--- src/rtl/legv8_pkg.sv ---
// rtl/legv8_pkg.sv - LEGv8 controller opcodes, ALU selects, state encoding and op-class decode
package legv8_pkg;

    localparam logic [10:0] OPC_ADD  = 11'b10001011000;
    localparam logic [10:0] OPC_SUB  = 11'b11001011000;
    localparam logic [10:0] OPC_LDUR = 11'b11111000010;
    localparam logic [10:0] OPC_STUR = 11'b11111000000;
    localparam logic [10:0] OPC_BR   = 11'b11010110000;
    localparam logic [9:0]  OPC_ADDI = 10'b1001000100;
    localparam logic [9:0]  OPC_SUBI = 10'b1101000100;

    localparam logic [4:0] FS_ADD = 5'b01000;
    localparam logic [4:0] FS_SUB = 5'b01010;
    localparam logic [4:0] XZR    = 5'd31;

    typedef enum logic [1:0] {FETCH, EXEC, MEM} state_t;

    typedef enum logic [2:0] {
        OP_ILLEGAL, OP_ADD, OP_SUB, OP_ADDI, OP_SUBI, OP_LDUR, OP_STUR, OP_BR
    } op_t;

    typedef struct packed {
        logic        w;
        logic        en_alu;
        logic        en_b;
        logic        en_addr;
        logic        k_sel;
        logic        pc_sel;
        logic        c0;
        logic        cs;
        logic        we;
        logic        oe;
        logic [4:0]  sa;
        logic [4:0]  sb;
        logic [4:0]  da;
        logic [4:0]  fs;
        logic [63:0] k;
    } ctrl_word_t;

    localparam ctrl_word_t CTRL_IDLE = ctrl_word_t'({10'b0, XZR, XZR, XZR, 5'b0, 64'b0});

    function automatic op_t legv8_decode(input logic [31:0] ir);
        if (ir[31:21] == OPC_ADD)       return OP_ADD;
        else if (ir[31:21] == OPC_SUB)  return OP_SUB;
        else if (ir[31:21] == OPC_LDUR) return OP_LDUR;
        else if (ir[31:21] == OPC_STUR) return OP_STUR;
        else if (ir[31:21] == OPC_BR)   return OP_BR;
        else if (ir[31:22] == OPC_ADDI) return OP_ADDI;
        else if (ir[31:22] == OPC_SUBI) return OP_SUBI;
        else                            return OP_ILLEGAL;
    endfunction

endpackage

--- src/rtl/legv8_decoder.sv ---
// rtl/legv8_decoder.sv - combinational field/immediate decode of one LEGv8 instruction
module legv8_decoder
    import legv8_pkg::*;
(
    input  logic [31:0] ir_i,
    output op_t         op_o,
    output logic [4:0]  sa_o,
    output logic [4:0]  sb_o,
    output logic [4:0]  da_o,
    output logic [4:0]  fs_o,
    output logic        c0_o,
    output logic [63:0] k_o,
    output logic        legal_o
);

    assign op_o    = legv8_decode(ir_i);
    assign legal_o = (op_o != OP_ILLEGAL);

    // Unused register ports stay parked on XZR so the idle word is unchanged.
    always_comb begin
        sa_o = ir_i[9:5];
        sb_o = XZR;
        da_o = XZR;
        fs_o = 5'b0;
        c0_o = 1'b0;
        k_o  = 64'b0;
        case (op_o)
            OP_ADD, OP_SUB, OP_ADDI, OP_SUBI: begin
                sb_o = ir_i[20:16];
                da_o = ir_i[4:0];
                c0_o = (op_o == OP_SUB) || (op_o == OP_SUBI);
                fs_o = c0_o ? FS_SUB : FS_ADD;
                if (op_o == OP_ADDI || op_o == OP_SUBI)
                    k_o = {52'b0, ir_i[21:10]};
            end
            OP_LDUR: begin
                da_o = ir_i[4:0];
                fs_o = FS_ADD;
                k_o  = {{55{ir_i[20]}}, ir_i[20:12]};
            end
            OP_STUR: begin
                sb_o = ir_i[4:0];
                fs_o = FS_ADD;
                k_o  = {{55{ir_i[20]}}, ir_i[20:12]};
            end
            default: ;
        endcase
    end

endmodule

--- src/rtl/legv8_control_unit.sv ---
// rtl/legv8_control_unit.sv - multi-cycle LEGv8 controller driving the ram_datapath control word
module legv8_control_unit
    import legv8_pkg::*;
#(
    parameter int MEM_CYCLES = 2
) (
    input  logic        clk,
    input  logic        rst,
    input  logic [31:0] instr,
    input  logic        instr_valid,
    output logic        instr_ready,
    output logic        illegal,
    output logic        pc_inc,
    output logic        W,
    output logic        EN_ALU,
    output logic        EN_B,
    output logic        EN_ADDR,
    output logic        K_SEL,
    output logic        PC_SEL,
    output logic        C0,
    output logic        CS,
    output logic        WE,
    output logic        OE,
    output logic [4:0]  SA,
    output logic [4:0]  SB,
    output logic [4:0]  DA,
    output logic [4:0]  FS,
    output logic [63:0] K
);

    localparam logic [1:0] MCNT_LAST = 2'(MEM_CYCLES - 1);

    state_t     state_q, state_d;
    logic [1:0] mcnt_q, mcnt_d;
    logic [31:0] ir_q, ir_d;
    ctrl_word_t word_q, word_d;
    logic       ready_q, ready_d;
    logic       illegal_q, illegal_d;
    logic       pc_inc_q, pc_inc_d;
    logic       accept;

    op_t         dec_op;
    logic [4:0]  dec_sa, dec_sb, dec_da, dec_fs;
    logic        dec_c0, dec_legal;
    logic [63:0] dec_k;

    assign accept = (state_q == FETCH) && instr_valid && ready_q;
    assign ir_d   = accept ? instr : ir_q;

    // Decoding the next-cycle IR lets the word be registered alongside the state.
    legv8_decoder u_decoder (
        .ir_i    (ir_d),
        .op_o    (dec_op),
        .sa_o    (dec_sa),
        .sb_o    (dec_sb),
        .da_o    (dec_da),
        .fs_o    (dec_fs),
        .c0_o    (dec_c0),
        .k_o     (dec_k),
        .legal_o (dec_legal)
    );

    always_comb begin
        state_d   = state_q;
        mcnt_d    = mcnt_q;
        illegal_d = 1'b0;
        pc_inc_d  = 1'b0;
        word_d    = CTRL_IDLE;
        case (state_q)
            FETCH: begin
                if (accept) begin
                    if (!dec_legal) begin
                        illegal_d = 1'b1;
                    end else if (dec_op == OP_LDUR || dec_op == OP_STUR) begin
                        state_d = MEM;
                        mcnt_d  = 2'd0;
                    end else begin
                        state_d = EXEC;
                    end
                end
            end
            EXEC: state_d = FETCH;
            MEM: begin
                if (mcnt_q == MCNT_LAST) state_d = FETCH;
                else                     mcnt_d  = mcnt_q + 2'd1;
            end
            default: state_d = FETCH;
        endcase

        if (state_d == EXEC) begin
            word_d.sa = dec_sa;
            if (dec_op == OP_BR) begin
                word_d.pc_sel = 1'b1;
            end else begin
                word_d.sb     = dec_sb;
                word_d.da     = dec_da;
                word_d.fs     = dec_fs;
                word_d.c0     = dec_c0;
                word_d.k      = dec_k;
                word_d.k_sel  = (dec_op == OP_ADDI) || (dec_op == OP_SUBI);
                word_d.en_alu = 1'b1;
                word_d.w      = (dec_da != XZR);
                pc_inc_d      = 1'b1;
            end
        end else if (state_d == MEM) begin
            word_d.sa      = dec_sa;
            word_d.sb      = dec_sb;
            word_d.da      = dec_da;
            word_d.fs      = dec_fs;
            word_d.k       = dec_k;
            word_d.k_sel   = 1'b1;
            word_d.en_addr = 1'b1;
            word_d.cs      = 1'b1;
            pc_inc_d       = (mcnt_d == MCNT_LAST);
            if (dec_op == OP_LDUR) begin
                word_d.oe = 1'b1;
                word_d.w  = (mcnt_d == MCNT_LAST) && (dec_da != XZR);
            end else begin
                word_d.en_b = 1'b1;
                word_d.we   = 1'b1;
            end
        end

        ready_d = (state_d == FETCH);
    end

    always_ff @(posedge clk) begin
        if (rst) begin
            state_q   <= FETCH;
            mcnt_q    <= 2'd0;
            ir_q      <= 32'b0;
            word_q    <= CTRL_IDLE;
            ready_q   <= 1'b0;
            illegal_q <= 1'b0;
            pc_inc_q  <= 1'b0;
        end else begin
            state_q   <= state_d;
            mcnt_q    <= mcnt_d;
            ir_q      <= ir_d;
            word_q    <= word_d;
            ready_q   <= ready_d;
            illegal_q <= illegal_d;
            pc_inc_q  <= pc_inc_d;
        end
    end

    assign instr_ready = ready_q;
    assign illegal     = illegal_q;
    assign pc_inc      = pc_inc_q;
    assign W           = word_q.w;
    assign EN_ALU      = word_q.en_alu;
    assign EN_B        = word_q.en_b;
    assign EN_ADDR     = word_q.en_addr;
    assign K_SEL       = word_q.k_sel;
    assign PC_SEL      = word_q.pc_sel;
    assign C0          = word_q.c0;
    assign CS          = word_q.cs;
    assign WE          = word_q.we;
    assign OE          = word_q.oe;
    assign SA          = word_q.sa;
    assign SB          = word_q.sb;
    assign DA          = word_q.da;
    assign FS          = word_q.fs;
    assign K           = word_q.k;

endmodule

--- config.mk ---
export PLATFORM = sky130hd
export DESIGN_NAME = legv8_control_unit
export DESIGN_NICKNAME = d
export VERILOG_FILES = /design/src/rtl/legv8_pkg.sv /design/src/rtl/legv8_decoder.sv /design/src/rtl/legv8_control_unit.sv
export SDC_FILE = /design/constraint.sdc
export NUM_CORES = 1
export LEC_CHECK = 0
export BUFFER_PORTS_ARGS = -buffer_cell sky130_fd_sc_hd__clkbuf_2
export CAP_MARGIN = 10
export CORE_ASPECT_RATIO = 1.4
export CORE_MARGIN = 5
export CORE_UTILIZATION = 43
export DETAILED_ROUTE_END_ITERATION = 6
export PLACE_DENSITY = 0.72
export SLEW_MARGIN = 20
export SYNTH_ARGS = -nofsm -noshare
export SYNTH_HDL_FRONTEND = slang
export SYNTH_SLANG_ARGS = --single-unit
--- constraint.sdc ---
create_clock -name clk -period 3.7 [get_ports clk]
set_input_delay 0.37 -clock clk [delete_from_list [all_inputs] [get_ports clk]]
set_output_delay 0.37 -clock clk [all_outputs]
set_load 0.02 [all_outputs]
==> flow_summary.yaml <==
outcome:
  status: "completed"
pwr:
  comb_power_share_pct: 6.6
  p_sw_mw: 0.388
  seqPwrFrac_pct: 53.8
  p_leak_nw: 1.77
  intPower_mw: 1.20
  p_sw_share_pct: 24.4
  powerDensity_nw_per_um2: 416
  vdd_drop_max_uv: 271
  p_clk_share_pct: 39.6
logic_synthesis:
  syn_area_sq_um: 3290
  synth.top_cell.area_share_pct: 46.8
  synth_top_area_cell: "dfxtp_1"
  synth_xor_area_share_pct: 0
  yosys_warnings: 0
  synth_edf_count: 0
  yosysSeqAreaShare_pct: 46.8
  synthFlopType: "dfxtp_1"
  synth-seq-cells: 77
  async_flop_share_pct: 0
  ys_top_cells_by_area: "dfxtp_1 (47%), buf_4 (13%), mux2i_1 (5.8%)"
  synth_mux_area_share_pct: 5.77
  syn_inst: 358
  synth.avg_cell_area_sq_um: 9.20
  yosys.cell_types.count: 49
  synth_compound_area_share_pct: 12.2
  yosys.area_share.adder_pct: 0
  synth_top_family_by_area: "simple AND/OR/NAND/NOR gates"
  synthSimpleGateAreaFrac_pct: 19.6
global_route:
  grt_pass1_wl_um: 12600
  grt.total_usage_pct: 16.4
  busiest_layer: "met2"
  grt_pass1_vias: 2624
  grt-ovfl-total: 0
  met2_usage_pct: 28.9
  grt.met3_usage_pct: 5.42
  antenna_found_initial: 0
  grt_util_met1_pct: 17.8
  grt_max_degree: 53
cells_and_area:
  multi_input_area_sq_um: 1260
  layoutNonFillerInstCount: 535
  diodes: 0
  layout_common_cells: "clkbuf_2 (128), dfxtp_1 (77), nor2_1 (40)"
  final_common_cell: "clkbuf_2"
  nets: 468
  final_cell_area_sq_um: 3820
  num-fill-cells: 715
  seq_area_sq_um: 1540
  drive_gt1_share_pct: 36.1
  syn_to_final_growth_pct: 16.0
clock_network:
  clock_sinks: 77
  cts-root-buf: "clkbuf_8"
  clockBufferDepth: 2
  clk_latency_ps: 350
  clk_pin_slew_ps: 80
  postCtsSetupBuffers: 0
  cts_hold_buf: 0
  cts_made_buffers: 9
  ctsResizeCount: 0
  htree_num_levels: 3
  cts_tree: "built"
die:
  fp-row-count: 37
  dieWidth_um: 84.0
  coreArea_sq_um: 7410
  die-area_sq_um: 9540
  die_h_um: 114
  initial_core_util_pct: 44.5
  io_pins: 132
sta:
  setup_viol: 0
  fin_crit_ps: 3010
  rsz0062_at_grt: "false"
  fmax_mhz: 332
  clock_skew_ps: 7.93
  post-route-period-util_pct: 81.4
  finalSetupTns_ps: 0
  relSlewSlack_pct: 34.7
  worst_pin_slew_ps: 979
  hold_violations: 0
  drv_slew: 0
worst_setup_path:
  timing.rr.end: "K_SEL"
  cp_cell_sequence: "and4bb_1 > nor4_1 > o21ai_2 > nor2_1 > o21ai_1 > o21ai_0"
  crit_type: "flop to flop"
  cp-end-kind: "flop"
  cp.arrival_ps: 3220
  required_ps: 3910
  reg2reg_depth: 6
  critical-path-max-stage-delay_ps: 800
  crit_fanout: 24
  crit_slowest_cell: "o21ai_2"
  r2r_setup_slack_ps: 690
  r2r_start: "state_q[0]"
  start_kind: "flop"
route:
  drc: 0
  first_pass_iters: 4
  wire_per_inst_um: 14.8
  drt-initial-drc-count: 162
  via_per_inst: 5.11
  routed_wl_um: 7920
  vias: 2734
  postRouteAntennaNets: 0
min_path:
  hold_start: "instr[8]"
  hold_depth: 3
  holdPathEnd: "ir_q[8]"
  min_path_type: "primary input to flop"
place:
  post_dp_cell_area_sq_um: 3620
  place.gp.congestion: 0.870
  dp.cells: 519
  numPortBuffers: 128
  hpwl_um: 6020
run:
  max_cap_viol_count: 0
worst max-delay path, delay by kind of cell (launching register included):
| kind | cells | cell delay [ps] |
|---|---|---|
| AOI/OAI and AO/OA | 3 | 1380 |
| DFF | 1 | 320 |
| and+or+nand+nor | 3 | 1160 |
logic make-up after synthesis:
family | Yosys count
buffers and inverters | 78
DFF | 77
muxes | 19
AOI/OAI and AO/OA | 58
and+or+nand+nor | 125
other | 1
synthesized netlist by cell type (6+ instances only):
| master | count |
|---|---|
| nor4_1 | 7 |
| nand2_1 | 33 |
| o22ai_1 | 10 |
| nor2_1 | 40 |
| a21oi_1 | 19 |
| inv_1 | 8 |
| buf_4 | 56 |
| and2_1 | 9 |
| mux2i_1 | 19 |
| or4_1 | 6 |
| buf_2 | 7 |
| clkbuf_1 | 6 |
| dfxtp_1 | 77 |
power by group through the flow:
stage	clock [mW]	sequential, mW	combinational (mW)
floorplan	0	0.872	0.0652
global placement	0	0.873	0.102
detailed placement	0	0.874	0.104
CTS	0.640	0.854	0.105
global route	0.690	0.857	0.115
finish	0.630	0.854	0.105
flip-flops by register name, summed over array words and instances, names as in the netlist, 2 cells and up:
register	flops
SB	5
state_q	2
K	13
ir_q	32
SA	5
mcnt_q	2
DA	5
FS	2
final cells by class:
class | instances | share of cell area (%)
timing repair buffer | 132 | 17.6
clock inverter | 6 | 1.87
sequential | 77 | 40.4
inverter | 8 | 0.786
clock buffer | 10 | 3.34
multi-input combinational | 205 | 32.9
tap | 97 | 3.18
worst max-delay path by stage:
stage | from | to | slack, ps | cells past startpoint
after floorplan | ir_q[23] | SB[3] | 1480 | 6
after global placement | instr_valid | K_SEL | 760 | 7
after detailed placement | instr_valid | K_SEL | 680 | 7
after CTS | state_q[0] | K_SEL | 750 | 6
after global routing | state_q[0] | K_SEL | 470 | 6
final | state_q[0] | K_SEL | 690 | 6
per-stage QoR:
| step | setup slack, ps | util, % | hold WS [ps] | total power [mW] |
|---|---|---|---|---|
| detailed placement | 684 | 48.9 | 454 | 0.978 |
| floorplan | 1480 | - | 429 | 0.937 |
| global placement | 763 | 48.9 | 435 | 0.976 |
| CTS | 747 | 51.6 | 264 | 1.60 |
| global route | 473 | 51.6 | 274 | 1.66 |
| finish | 686 | 51.6 | 272 | 1.59 |
per-layer routing:
| metal | up-vias | part of all wire [%] |
|---|---|---|
| li1 | 1331 | - |
| met5 | - | 0 |
| met2 | 130 | 50 |
| met3 | 21 | 9.0 |
| met4 | 0 | 2.6 |
| met1 | 1252 | 38 |
Power figures use the tool's default switching activity.
